--- src/rtl/bform_pkg.sv ---
// Shared definitions for the two-channel delay-and-sum beamformer.
// Holds the sample width, delay-line depth, the sample/pointer types and
// the pair-averaging helper used by the output stage.
package bform_pkg;

    localparam int DATA_WIDTH = 16;
    localparam int MAX_DELAY  = 16;
    localparam int DELAY_W    = $clog2(MAX_DELAY);

    typedef logic signed [DATA_WIDTH-1:0] sample_t;
    typedef logic        [DELAY_W-1:0]    ptr_t;

    // Sign-extend by one bit, add, drop the LSB: an arithmetic shift right
    // that rounds toward negative infinity and can never overflow.
    function automatic sample_t avg2(input sample_t a, input sample_t b);
        logic [DATA_WIDTH:0] sum;
        sum = {a[DATA_WIDTH-1], a} + {b[DATA_WIDTH-1], b};
        return sample_t'(sum[DATA_WIDTH:1]);
    endfunction

endpackage

--- src/rtl/delay_line.sv ---
// Circular sample buffer for one beamformer channel.
// Ports:
//   i_clk     rising-edge clock
//   i_we      write enable (an accepted pair)
//   i_wr_ptr  shared write pointer owned by the top level
//   i_din     sample to store at i_wr_ptr
//   i_offset  read distance behind the write pointer
//   o_dout    combinational read of entry (i_wr_ptr - i_offset) mod depth,
//             returning the contents from before any same-cycle write
module delay_line
    import bform_pkg::*;
(
    input  logic    i_clk,
    input  logic    i_we,
    input  ptr_t    i_wr_ptr,
    input  sample_t i_din,
    input  ptr_t    i_offset,
    output sample_t o_dout
);

    sample_t r_mem [MAX_DELAY];
    ptr_t    w_rd_idx;

    // Depth is a power of two, so the pointer subtraction wraps naturally.
    assign w_rd_idx = i_wr_ptr - i_offset;
    assign o_dout   = r_mem[w_rd_idx];

    // No reset: stale contents are masked by the fill gating in the top level.
    always_ff @(posedge i_clk) begin
        if (i_we) begin
            r_mem[i_wr_ptr] <= i_din;
        end
    end

endmodule

--- src/rtl/delay_sum_bform.sv ---
// Two-channel delay-and-sum beamformer.
// Delays one channel by a programmable whole-sample amount and outputs the
// average of the aligned pair through a two-stage pipeline.
// Ports:
//   i_clk, i_reset           clock; synchronous active-low reset
//   i_a_in/i_a_valid         channel A sample and qualifier
//   i_b_in/i_b_valid         channel B sample and qualifier
//   i_delay, i_delay_ch      steering delay and delayed channel (0=B, 1=A)
//   i_delay_load             strobe capturing the steering and restarting fill
//   o_bform_out/o_bform_valid  averaged sample and one-cycle qualifier
//   o_misalign               sticky: one channel valid arrived without the other
module delay_sum_bform
    import bform_pkg::*;
(
    input  logic                  i_clk,
    input  logic                  i_reset,
    input  logic [DATA_WIDTH-1:0] i_a_in,
    input  logic                  i_a_valid,
    input  logic [DATA_WIDTH-1:0] i_b_in,
    input  logic                  i_b_valid,
    input  logic [DELAY_W-1:0]    i_delay,
    input  logic                  i_delay_ch,
    input  logic                  i_delay_load,
    output logic [DATA_WIDTH-1:0] o_bform_out,
    output logic                  o_bform_valid,
    output logic                  o_misalign
);

    localparam logic [DELAY_W:0] FILL_MAX = (DELAY_W+1)'(MAX_DELAY);

    ptr_t             r_wr_ptr;
    ptr_t             r_delay;
    logic             r_dsel;
    logic [DELAY_W:0] r_fill_cnt;
    logic             r_s1_valid;
    sample_t          r_s1_a;
    sample_t          r_s1_b;
    sample_t          r_bform_out;
    logic             r_bform_valid;
    logic             r_misalign;

    logic             w_accept;
    logic             w_fill_ok;
    logic             w_bypass;
    sample_t          w_a_line;
    sample_t          w_b_line;
    sample_t          w_a_aligned;
    sample_t          w_b_aligned;
    logic             w_s2_take;

    assign w_accept  = i_a_valid & i_b_valid;
    assign w_fill_ok = r_fill_cnt >= {1'b0, r_delay};
    assign w_bypass  = (r_delay == '0);

    // Only the selected channel goes through its line; zero delay bypasses it.
    assign w_a_aligned = (r_dsel && !w_bypass)  ? w_a_line : sample_t'(i_a_in);
    assign w_b_aligned = (!r_dsel && !w_bypass) ? w_b_line : sample_t'(i_b_in);

    // A load discards whatever sits in stage 1 as well as the same-cycle pair.
    assign w_s2_take = r_s1_valid & ~i_delay_load;

    delay_line u_line_a (
        .i_clk    (i_clk),
        .i_we     (w_accept),
        .i_wr_ptr (r_wr_ptr),
        .i_din    (sample_t'(i_a_in)),
        .i_offset (r_delay),
        .o_dout   (w_a_line)
    );

    delay_line u_line_b (
        .i_clk    (i_clk),
        .i_we     (w_accept),
        .i_wr_ptr (r_wr_ptr),
        .i_din    (sample_t'(i_b_in)),
        .i_offset (r_delay),
        .o_dout   (w_b_line)
    );

    always_ff @(posedge i_clk) begin
        if (!i_reset) begin
            r_wr_ptr      <= '0;
            r_delay       <= '0;
            r_dsel        <= 1'b0;
            r_fill_cnt    <= '0;
            r_s1_valid    <= 1'b0;
            r_s1_a        <= '0;
            r_s1_b        <= '0;
            r_bform_out   <= '0;
            r_bform_valid <= 1'b0;
            r_misalign    <= 1'b0;
        end else begin
            if (i_delay_load) begin
                r_delay    <= i_delay;
                r_dsel     <= i_delay_ch;
                // A pair accepted with the load counts as the first of the new fill.
                r_fill_cnt <= {{DELAY_W{1'b0}}, w_accept};
            end else if (w_accept && (r_fill_cnt != FILL_MAX)) begin
                r_fill_cnt <= r_fill_cnt + 1'b1;
            end

            if (w_accept) begin
                r_wr_ptr <= r_wr_ptr + 1'b1;
                r_s1_a   <= w_a_aligned;
                r_s1_b   <= w_b_aligned;
            end
            r_s1_valid <= w_accept & ~i_delay_load & w_fill_ok;

            r_bform_valid <= w_s2_take;
            if (w_s2_take) begin
                r_bform_out <= avg2(r_s1_a, r_s1_b);
            end

            if (i_a_valid ^ i_b_valid) begin
                r_misalign <= 1'b1;
            end
        end
    end

    assign o_bform_out   = r_bform_out;
    assign o_bform_valid = r_bform_valid;
    assign o_misalign    = r_misalign;

endmodule

--- config.mk ---
export PLATFORM = sky130hd
export DESIGN_NAME = delay_sum_bform
export DESIGN_NICKNAME = d
export VERILOG_FILES = /design/src/rtl/bform_pkg.sv /design/src/rtl/delay_line.sv /design/src/rtl/delay_sum_bform.sv
export SDC_FILE = /design/constraint.sdc
export NUM_CORES = 1
export LEC_CHECK = 0
export BUFFER_PORTS_ARGS = -buffer_cell sky130_fd_sc_hd__buf_2
export CAP_MARGIN = 20
export CORE_MARGIN = 2
export CORE_UTILIZATION = 35
export CTS_CLUSTER_SIZE = 40
export DETAILED_ROUTE_END_ITERATION = 8
export HOLD_SLACK_MARGIN = 0.02
export PLACE_DENSITY_LB_ADDON = 0.25
export SLEW_MARGIN = 20
export SYNTH_ARGS = -nofsm -noshare
export SYNTH_HDL_FRONTEND = slang
export SYNTH_SLANG_ARGS = --single-unit
--- constraint.sdc ---
create_clock -name i_clk -period 8.45 [get_ports i_clk]
set_input_delay 1.69 -clock i_clk [delete_from_list [all_inputs] [get_ports i_clk]]
set_output_delay 1.69 -clock i_clk [all_outputs]
set_load 0.005 [all_outputs]
==> results of run 1 <==
-- state kept, by name (all words and copies together) (netlist names) --
name / cells
r_delay: 4
u_line_b.r_mem: 256
o_bform_out: 16
o_misalign: 1
r_s1_b: 16
o_bform_valid: 1
r_fill_cnt: 5
r_wr_ptr: 4
u_line_a.r_mem: 256
r_s1_a: 16
r_dsel: 1
r_s1_valid: 1
-- metal layers --
metal	part of all wire (%)	vias to the layer above	GRT usage (%)	wire length [um]
li1	-	5346	-	-
met1	45	6157	21.9	24300
met2	47	291	25.4	25000
met3	5.5	79	3.20	2940
met4	2.5	0	5.21	1360
met5	0	-	0	0
-- power by group through the flow --
stage,combinational [W],sequential (W),clock [W]
global route,0.000666,0.00315,0.00270
floorplan,0.000437,0.00320,0
global placement,0.000613,0.00321,0
finish,0.000608,0.00315,0.00254
detailed placement,0.000617,0.00321,0
CTS,0.000621,0.00315,0.00261
-- logic make-up after synthesis --
logic type | after synthesis | synth area share, %
simple gates | 238 | 4.61
flops | 577 | 71.9
compound gates | 230 | 6.06
fa+ha+maj | 31 | 1.74
mux | 137 | 13.0
xor+xnor | 19 | 0.717
buf+inv | 85 | 2.02
-- through the flow --
stage	worst slack, ns	power [W]	std cells	area (um2)	hold slack [ns]
2_1_floorplan	4.62	0.00364	1317	23200	0.456
3_3_place_gp	4.18	0.00382	2183	24300	0.441
3_5_place_dp	4.15	0.00383	2183	24400	0.455
4_1_cts	4.38	0.00638	2293	26300	0.464
5_1_grt	4.26	0.00652	2294	26300	0.496
6_report	4.51	0.00630	2294	26300	0.461
-- critical path, stage by stage (launching register included) --
cell	delay, ns
dfxtp_1	0.35
inv_1	0.16
ha_4	0.15
inv_1	0.04
fa_4	1.29
buf_12	0.53
mux4_2	0.39
nand2_1	0.08
a21oi_1	0.06
a211oi_1	0.57
a21oi_1	0.14
-- worst max path at each step --
stage | cells past startpoint | startpoint | slack (ns) | endpoint
after floorplan | 5 | i_a_valid | 4.62 | u_line_a.r_mem[0][0]
after global placement | 5 | i_a_valid | 4.18 | u_line_a.r_mem[3][10]
after detailed placement | 6 | i_a_valid | 4.15 | u_line_a.r_mem[10][11]
after CTS | 10 | r_wr_ptr[0] | 4.38 | r_s1_b[4]
after global routing | 10 | r_wr_ptr[0] | 4.26 | r_s1_b[4]
final | 10 | r_wr_ptr[0] | 4.51 | r_s1_b[15]
-- area by class of cell --
class | instances | area share [%]
inverter | 13 | 0.186
multi-input combinational | 655 | 23.4
timing repair buffer | 75 | 1.64
tap | 864 | 4.11
clock buffer | 85 | 6.38
sequential | 577 | 63.5
clock inverter | 25 | 0.852
-- placed cells by master (no fill, tap or decap), types with 3 or more instances in the layout --
cell,netlist,routed
clkbuf_1,36,17
mux2i_1,8,8
dfxtp_1,65,65
nor2b_1,7,6
nand3_1,8,8
clkinv_2,0,6
and2_2,0,8
nor2_1,16,16
buf_4,4,14
xnor2_1,10,9
mux4_2,118,118
and2_1,24,8
nand2_1,152,152
ha_1,29,27
clkbuf_8,5,8
xor2_1,9,8
nor3_1,6,6
and2_4,0,8
nand4_1,6,6
mux4_1,10,10
buf_2,18,59
a21oi_1,97,97
o211ai_1,3,3
o21a_1,3,3
clkinv_1,0,11
a211oi_1,34,34
a21o_1,6,6
nand3b_1,3,3
inv_1,13,13
nand2b_1,6,6
clkbuf_16,0,60
o21ai_0,49,49
edfxtp_1,512,512
a21oi_2,20,20
-- Yosys cell counts, types with 3 or more instances --
cell	instances	area share, %
o211ai_1	3	0.097
a211oi_1	34	1.1
nand3_1	8	0.17
nand3b_1	3	0.097
o21ai_0	49	1.1
nand4_1	6	0.16
a21oi_1	97	2.1
inv_1	13	0.21
xor2_1	9	0.34
nor2_1	16	0.26
buf_2	18	0.39
mux4_1	10	1.1
xnor2_1	10	0.38
dfxtp_1	65	5.6
a21o_1	6	0.19
mux4_2	118	11
dlygate4sd3_1	3	0.13
nor2b_1	7	0.19
ha_1	29	1.6
buf_4	4	0.13
clkbuf_8	5	0.30
edfxtp_1	512	66
nand2b_1	6	0.16
clkbuf_1	36	0.58
and2_1	24	0.65
o21a_1	3	0.097
a21oi_2	20	0.76
buf_6	3	0.15
nand2_1	152	2.5
mux2i_1	8	0.35
nor3_1	6	0.13
==> impl_metrics.ini, run 1 <==
[route]
wl_mm = 53.6
drtPass1Iterations = 5
routedWlPerCell_um = 23.4
vias = 11900
viasPerCell = 5.18
dr.first_iter.drc_count = 864
final_antenna_net_count = 0
route.detailed.drc = 0

[cells_and_area]
final_core_util_pct = 40.0
multi_input_area_mm2 = 0.00614
fin_nets = 1455
register_area_mm2 = 0.0167
fillers = 5892
diodes = 0
drive_above_1_share_pct = 22.6
syn2layout_area_growth_pct = 13.2

[setup_path]
worstPathArrival_ns = 4.42
reg2reg_to = r_s1_b[15]
r2r_cells = 10
worst_setup_path_end_kind = flop
critical_path_class = flop to flop
required_ns = 8.93
crit_path_start_kind = flop
reg2reg_from = r_wr_ptr[0]
path_max_fanout = 82
reg2reg_slack_ns = 4.51

[power_and_ir_drop]
clock_power_share_pct = 40.4
p_switching_w = 0.00149
cellPowerDensity_mw_per_mm2 = 240
switching_share_pct = 23.6
comb_power_share_pct = 9.6
ir_drop_mv = 0.133
p_int_w = 0.00482
seq_power_share_pct = 50.0
cellLeakagePower_nw = 8.57

[cts]
cts_htree_levels = 2
cts_made_buffers = 60
cts_root_buffer = clkbuf_16
cts_tree = done
postCtsHoldBufs = 0
clock-sinks = 577
path_clk_slew_ns = 0.06
clk_path_buf_depth = 3
post_cts_buffers = 0
ctsResizeCount = 0
clk-insertion-delay-late_ns = 0.64

[hold_path]
min-delay-start = o_bform_out[13]
worstHoldPathType = flop to flop
holdPathStages = 2
holdPathEnd = o_bform_out[13]

[outcome]
status = finished clean

[sta]
drv_slew = 0
setup_violations = 0
tightestPinTransition_ns = 1.07
fmaxAchievable_mhz = 254
period_share_pct = 46.7
rsz0062_at_grt = no
tns_ns = 0
relSlewSlack_pct = 28.7
skew_ns = 0.0334
min_period_ns = 3.94
finalHoldViolCount = 0

[yosys]
ys_seq_elements = 577
synthesis.nets = 1390
async_flop_share_pct = 0
synth_edf_count = 512
synth_cells = 1317
synth.distinct_cells = 57
ys_warn_count = 0
yosysSeqAreaShare_pct = 71.9
synthesis.area_mm2 = 0.0232
yosys_most_used_dff = edfxtp_1
syn_area_per_cell_um2 = 17.6

[floorplanning]
initial_core_util_pct = 35.3
io_pins = 60
rows = 94
core_mm2 = 0.0657
dieArea_mm2 = 0.0684
dieHeight_um = 261
die_x_um = 261

[flow_run]
cap_violations = 0

[global_routing]
grt_max_degree = 83
antenna_found_initial = 1
grt_pass1_vias = 12200
grtUsageTotal_pct = 15.9
grt-ovfl-total = 0
grt_pass1_wl_mm = 80.2

[placed_design]
hpwl_mm = 29.9
gp_congestion = 0.786
place.port_buffers = 59
Power figures use the tool's default switching activity.
==> inputs of run 2 (changes only) <==
--- a/config.mk
+++ b/config.mk
@@ -5,6 +5,7 @@
 export SDC_FILE = /design/constraint.sdc
 export NUM_CORES = 1
 export LEC_CHECK = 0
+export ABC_AREA = 1
 export BUFFER_PORTS_ARGS = -buffer_cell sky130_fd_sc_hd__buf_2
 export CAP_MARGIN = 20
 export CORE_MARGIN = 2
==> constraint.sdc (replaced) <==
create_clock -name i_clk -period 4 [get_ports i_clk]
set_input_delay 0.8 -clock i_clk [delete_from_list [all_inputs] [get_ports i_clk]]
set_output_delay 0.8 -clock i_clk [all_outputs]
set_load 0.005 [all_outputs]
==> run 2 against run 1 <==
  * Non-clock buffer count is 38 higher
  * Combinational power increased to 3.4 times the previous value
  * Largest cell class unchanged
  * Flip-flop and latch count stayed put
  * Largest power group unchanged
  * Cell area up 13%
  * Area after synthesis is 11% higher
  * Power is 140% higher
==> impl_metrics.ini, run 2 <==
[outcome]
status = finished clean

[sta]
fmaxAchievable_mhz = 332
rsz0062_at_grt = no
skew_ns = 0.0197
tightestPinTransition_ns = 0.880
tns_ns = 0
period_share_pct = 75.2
drv_slew = 0
min_period_ns = 3.01
finalHoldViolCount = 0
setup_violations = 0
relSlewSlack_pct = 41.3

[yosys]
ys_seq_elements = 577
async_flop_share_pct = 0
synth_cells = 2635
synth.distinct_cells = 35
synth_edf_count = 512
synth.area.top_cells = edfxtp_1 60%, nand2_1 15%, nand3_1 5.4%
ys_warn_count = 0
synthTopCellsByCount = 1,020 x nand2_1, 512 x edfxtp_1, 339 x inv_1
yosys_most_used_dff = edfxtp_1
yosys.area.top_type_share_pct = 59.6
syn_area_per_cell_um2 = 9.79
yosysSeqAreaShare_pct = 64.6
synthesis.nets = 2708
synthesis.area_mm2 = 0.0258
synth_area_leader_cell = edfxtp_1
synth_most_common_cell = nand2_1

[setup_path]
critical_path.max_stage_delay_ns = 0.67
critical_path_class = flop to flop
crit_chain = inv_1, ha_4, inv_1, fa_4, inv_4, buf_4, nand3_1, nand3_2, nand2_1, nand2_1, nand3_1, a21oi_2
crit_path_start_kind = flop
path_delay_family = buffers and inverters
slowest_stage = fa_4
worst_setup_path_end_kind = flop
required_ns = 4.52
path_max_fanout = 45
critPathBufInv = 4
worstPathArrival_ns = 3.53
startpoint = r_wr_ptr[0]
reg2reg_from = r_wr_ptr[0]

[route]
vias = 18000
drtPass1Iterations = 5
route.detailed.drc = 0
met1Wirelength_mm = 32.5
wl_met2_mm = 33.1
top_layer = met5
routedWlPerCell_um = 19.4
dr.first_iter.drc_count = 1702
wl_mm = 71.7
wl_met3_mm = 4.26
final_antenna_net_count = 0
viasPerCell = 4.87

[placed_design]
hpwl_mm = 39.4
gp_congestion = 0.830
place.port_buffers = 59

[global_routing]
grt_pass1_vias = 17600
grt_pass1_wl_mm = 109
grt-ovfl-total = 0
grt_max_degree = 153
grtUsageTotal_pct = 19.2
antenna_found_initial = 6

[cells_and_area]
fin_nets = 2766
final_core_util_pct = 40.6
drive_above_1_share_pct = 10.5
syn2layout_area_growth_pct = 14.9
diodes = 0
mostFrequentLayoutCells = 1,020 x nand2_1, 512 x edfxtp_1, 338 x inv_1, 278 x nand3_1, 69 x clkbuf_16
final_common_cell = nand2_1
largestRegisters = u_line_a.r_mem: 256 flops, u_line_b.r_mem: 256 flops

[cts]
cts_tree = done
ctsResizeCount = 0
clk_path_buf_depth = 3
cts_made_buffers = 66
clk-insertion-delay-late_ns = 0.61
cts_root_buffer = clkbuf_16
post_cts_buffers = 0
path_clk_slew_ns = 0.05
postCtsHoldBufs = 0
clock-sinks = 577
cts_htree_levels = 3

[floorplanning]
die_x_um = 276
initial_core_util_pct = 35.4
dieHeight_um = 276
io_pins = 60
dieArea_mm2 = 0.0759
core_mm2 = 0.0730
rows = 99

[hold_path]
worstHoldPathType = primary input to flop
min-delay-start = i_delay[0]

[power_and_ir_drop]
cellLeakagePower_nw = 12.5
cellPowerDensity_mw_per_mm2 = 501
ir_drop_mv = 0.295

[flow_run]
cap_violations = 0
## run 2: cell count changes after synthesis, sizes merged, moves of 22 or more
| cell | previous run | this run |
|---|---|---|
| nand2 | 152 | 1020 |
| buf | 27 | 68 |
| nor2 | 16 | 65 |
| a21oi | 117 | 87 |
| nand3 | 8 | 311 |
| and2 | 24 | 2 |
| mux4 | 128 | 0 |
| inv | 13 | 340 |
| a211oi | 34 | 1 |
## run 2: tightest hold or removal path, cell delays in order
cell and delay (ns):
buf_2 0.07, nor2_1 0.03, nor2_1 0.08
## run 2: final cells by class
cell class | instances | area [um2]
repair buffers | 113 | 926
well taps | 959 | 1200
inverters | 343 | 1290
clock inverters | 21 | 289
multi-input cells | 1592 | 7370
flip-flops and latches | 577 | 16700
clock buffers | 96 | 1900
fillers | 6990 | 43300
## run 2: metal layers
layer | GRT usage [%] | up-vias
met1 | 26.6 | 8751
met4 | 6.37 | 4
met3 | 2.80 | 117
met2 | 30.9 | 498
li1 | - | 8659
met5 | 0 | -
## run 2: logic make-up (layout without fill, tap and decap cells)
group / count (synthesis) / after routing / share of synthesized area [%]
xor gates and xnor gates: 10 / 10 / 0.441
and+or+nand+nor: 1411 / 1411 / 22.8
AOI/OAI and AO/OA: 140 / 140 / 3.17
adders and majority gates: 31 / 31 / 1.56
buffers and inverters: 466 / 573 / 7.41
DFF: 577 / 577 / 64.6
## run 2: path summary, 6_finish.rpt
| check | to | slack (ns) | cells after the start |
|---|---|---|---|
| max | r_s1_b[8] | 0.99 | 12 |
| min | r_delay[0] | 0.43 | 3 |
| max reg2reg | r_s1_b[8] | 0.99 | 12 |
| min reg2reg | o_misalign | 0.47 | 2 |
## run 2: where the power goes
group | total [W] | switching (W) | internal (W)
sequential | 0.00667 | 0.0000511 | 0.00662
combinational | 0.00208 | 0.00147 | 0.000612
clock | 0.00610 | 0.00236 | 0.00374
total | 0.0149 | 0.00388 | 0.0110
## run 2: stage by stage
step                instance area [um2]  setup WS, ns  instances  total power, W  hold WS (ns)
floorplan                         25800         0.565       2635         0.00821         0.444
global placement                  27500          1.09       3584         0.00885         0.442
detailed placement                27500          1.06       3584         0.00888         0.460
CTS                               29700          1.03       3701          0.0150         0.399
global route                      29700         0.851       3701          0.0155         0.432
finish                            29700         0.991       3701          0.0149         0.433
==> inputs of run 3 (changes only) <==
==> constraint.sdc (replaced) <==
create_clock -name i_clk -period 3.05 [get_ports i_clk]
set_input_delay 0.61 -clock i_clk [delete_from_list [all_inputs] [get_ports i_clk]]
set_output_delay 0.61 -clock i_clk [all_outputs]
set_load 0.005 [all_outputs]
==> run 3 against run 2 <==
  * Combinational power rose by 35%
  * Cell area is 0.86% higher
  * First-iteration DRC count is 20% lower
  * Register-to-register slack worse by 0.62 ns
  * Clock skew increased by 0.0042 ns
  * Worst setup slack worse by 0.62 ns
  * Die area is the same
  * Via count barely moved
  * Non-clock buffer count increased by 24
  * Cell count increased by 0.70%
  * Power up 30%
  * Flip-flop and latch count is the same
  * Critical endpoint is now r_s1_a[12]
  * Largest cell class unchanged
  * Largest power group unchanged
==> impl_metrics.ini, run 3 (synthesized netlist as in run 2, its figures left out) <==
[global_routing]
grt_pass1_vias = 17400
grt-ovfl-total = 0
grt_max_degree = 111
antenna_found_initial = 1
grt_pass1_wl_mm = 108
grtUsageTotal_pct = 19.0

[setup_path]
path_delay_family = adder cells
slowest_stage = fa_4
crit_chain = inv_1, ha_4, inv_1, fa_4, buf_12, buf_4, nand2_1, nand3_1, nand2_1, nand2_1, nand3_1, a21oi_2
crit_path_start_kind = flop
cp_common_cell = nand2_1
worst_setup_path_end_kind = flop
path_max_fanout = 33
required_ns = 3.57
reg2reg_slack_ns = 0.37
critical_path_class = flop to flop
worstPathArrival_ns = 3.20
critical_path.max_stage_delay_ns = 0.80
critPathBufInv = 4

[sta]
rsz0062_at_grt = no
drv_slew = 0
fmaxAchievable_mhz = 374
finalHoldViolCount = 0
min_period_ns = 2.68
worst_slack_ns = 0.373
tightestPinTransition_ns = 0.716
period_share_pct = 87.8
setup_violations = 0
relSlewSlack_pct = 52.2
tns_ns = 0
skew_ns = 0.0239

[placed_design]
dp.cells = 3608
place.port_buffers = 59
placed_cell_area_mm2 = 0.0278
dp_slack_ns = 0.405
gp_congestion = 0.835
hpwl_mm = 40.9

[cells_and_area]
fin_nets = 2790
final_area_mm2 = 0.0299
mostFrequentLayoutCells = 1,020 x nand2_1, 512 x edfxtp_1, 338 x inv_1, 278 x nand3_1, 68 x clkbuf_16
fin_cells = 3727
syn2layout_area_growth_pct = 15.9
drive_above_1_share_pct = 11.4
final_common_cell = nand2_1
largestRegisters = u_line_a.r_mem: 256 flops, u_line_b.r_mem: 256 flops

[floorplanning]
initial_core_util_pct = 35.4
rows = 99
dieHeight_um = 276
die_x_um = 276
dieArea_mm2 = 0.0759
io_pins = 60
core_mm2 = 0.0730

[route]
routedWlPerCell_um = 19.1
vias = 18000
drtPass1Iterations = 5
route.detailed.drc = 0
final_antenna_net_count = 0
viasPerCell = 4.84
wl_mm = 71.3
dr.first_iter.drc_count = 1367

[cts]
cts_tree = done
ctsResizeCount = 0
postCtsHoldBufs = 0
cts_htree_levels = 3
path_clk_slew_ns = 0.06
cts_made_buffers = 66
post_cts_buffers = 0
clk-insertion-delay-late_ns = 0.60
cts_root_buffer = clkbuf_16
clk_path_buf_depth = 3
clock-sinks = 577

[power_and_ir_drop]
ir_drop_mv = 0.379
cellLeakagePower_nw = 12.7
cellPowerDensity_mw_per_mm2 = 647

[flow_run]
cap_violations = 0

[hold_path]
worstHoldPathType = primary input to flop

[outcome]
status = finished clean
[run 3: cell types whose count changed in the layout (fill, tap and decap cells not counted), moves of 2 or more]
| cell | previous run | this run |
|---|---|---|
| buf_12 | 18 | 29 |
| clkinv_2 | 5 | 8 |
| clkbuf_8 | 7 | 5 |
| clkinvlp_4 | 0 | 4 |
| bufinv_16 | 7 | 5 |
| buf_4 | 36 | 49 |
| clkinv_1 | 8 | 11 |
| clkbuf_1 | 20 | 16 |
| inv_6 | 4 | 2 |
[run 3: area by class of cell]
class,count,area [um2]
Timing Repair Buffer,137,1240
Sequential cell,577,16700
Multi-Input combinational cell,1592,7370
Inverter,343,1290
Antenna cell,1,2.50
Clock buffer,89,1830
Clock inverter,29,290
Tap cell,959,1200
Fill cell,6979,43000
[run 3: where the power goes]
part / switching [W] / total, W / internal, W
Combinational: 0.00193 / 0.00281 / 0.000883
Clock: 0.00314 / 0.00778 / 0.00464
Sequential: 0.0000712 / 0.00875 / 0.00868
[run 3: final timing paths]
kind                     from         end  cells past startpoint
hold / removal     i_delay[2]  r_delay[2]                      3
setup reg to reg  r_wr_ptr[0]  r_s1_a[12]                     12
hold reg to reg    o_misalign  o_misalign                      2
setup / recovery  r_wr_ptr[0]  r_s1_a[12]                     12
[run 3: stage by stage]
stage / utilization (%) / hold WS [ns] / total power [W]
finish: 41.0 / 0.311 / 0.0193
global route: 41.0 / 0.324 / 0.0201
CTS: 41.0 / 0.287 / 0.0195
detailed placement: 38.1 / 0.455 / 0.0117
global placement: 38.1 / 0.444 / 0.0117
floorplan: - / 0.444 / 0.0108
[run 3: per-layer routing]
metal	share of wire, %	routed length [um]	GRT usage, %	vias up
li1	-	-	-	8706
met1	44	31400	25.5	8720
met2	48	34100	31.7	484
met3	5.5	3950	2.91	122
met4	2.6	1840	5.80	0
met5	0	0	0	-
[run 3: worst reg2reg max path, cell delays in order, from the launching register on]
cell,delay [ns]
dfxtp_1,0.34
inv_1,0.17
ha_4,0.15
inv_1,0.06
fa_4,0.80
buf_12,0.24
buf_4,0.31
nand2_1,0.10
nand3_1,0.08
nand2_1,0.07
nand2_1,0.06
nand3_1,0.09
a21oi_2,0.13
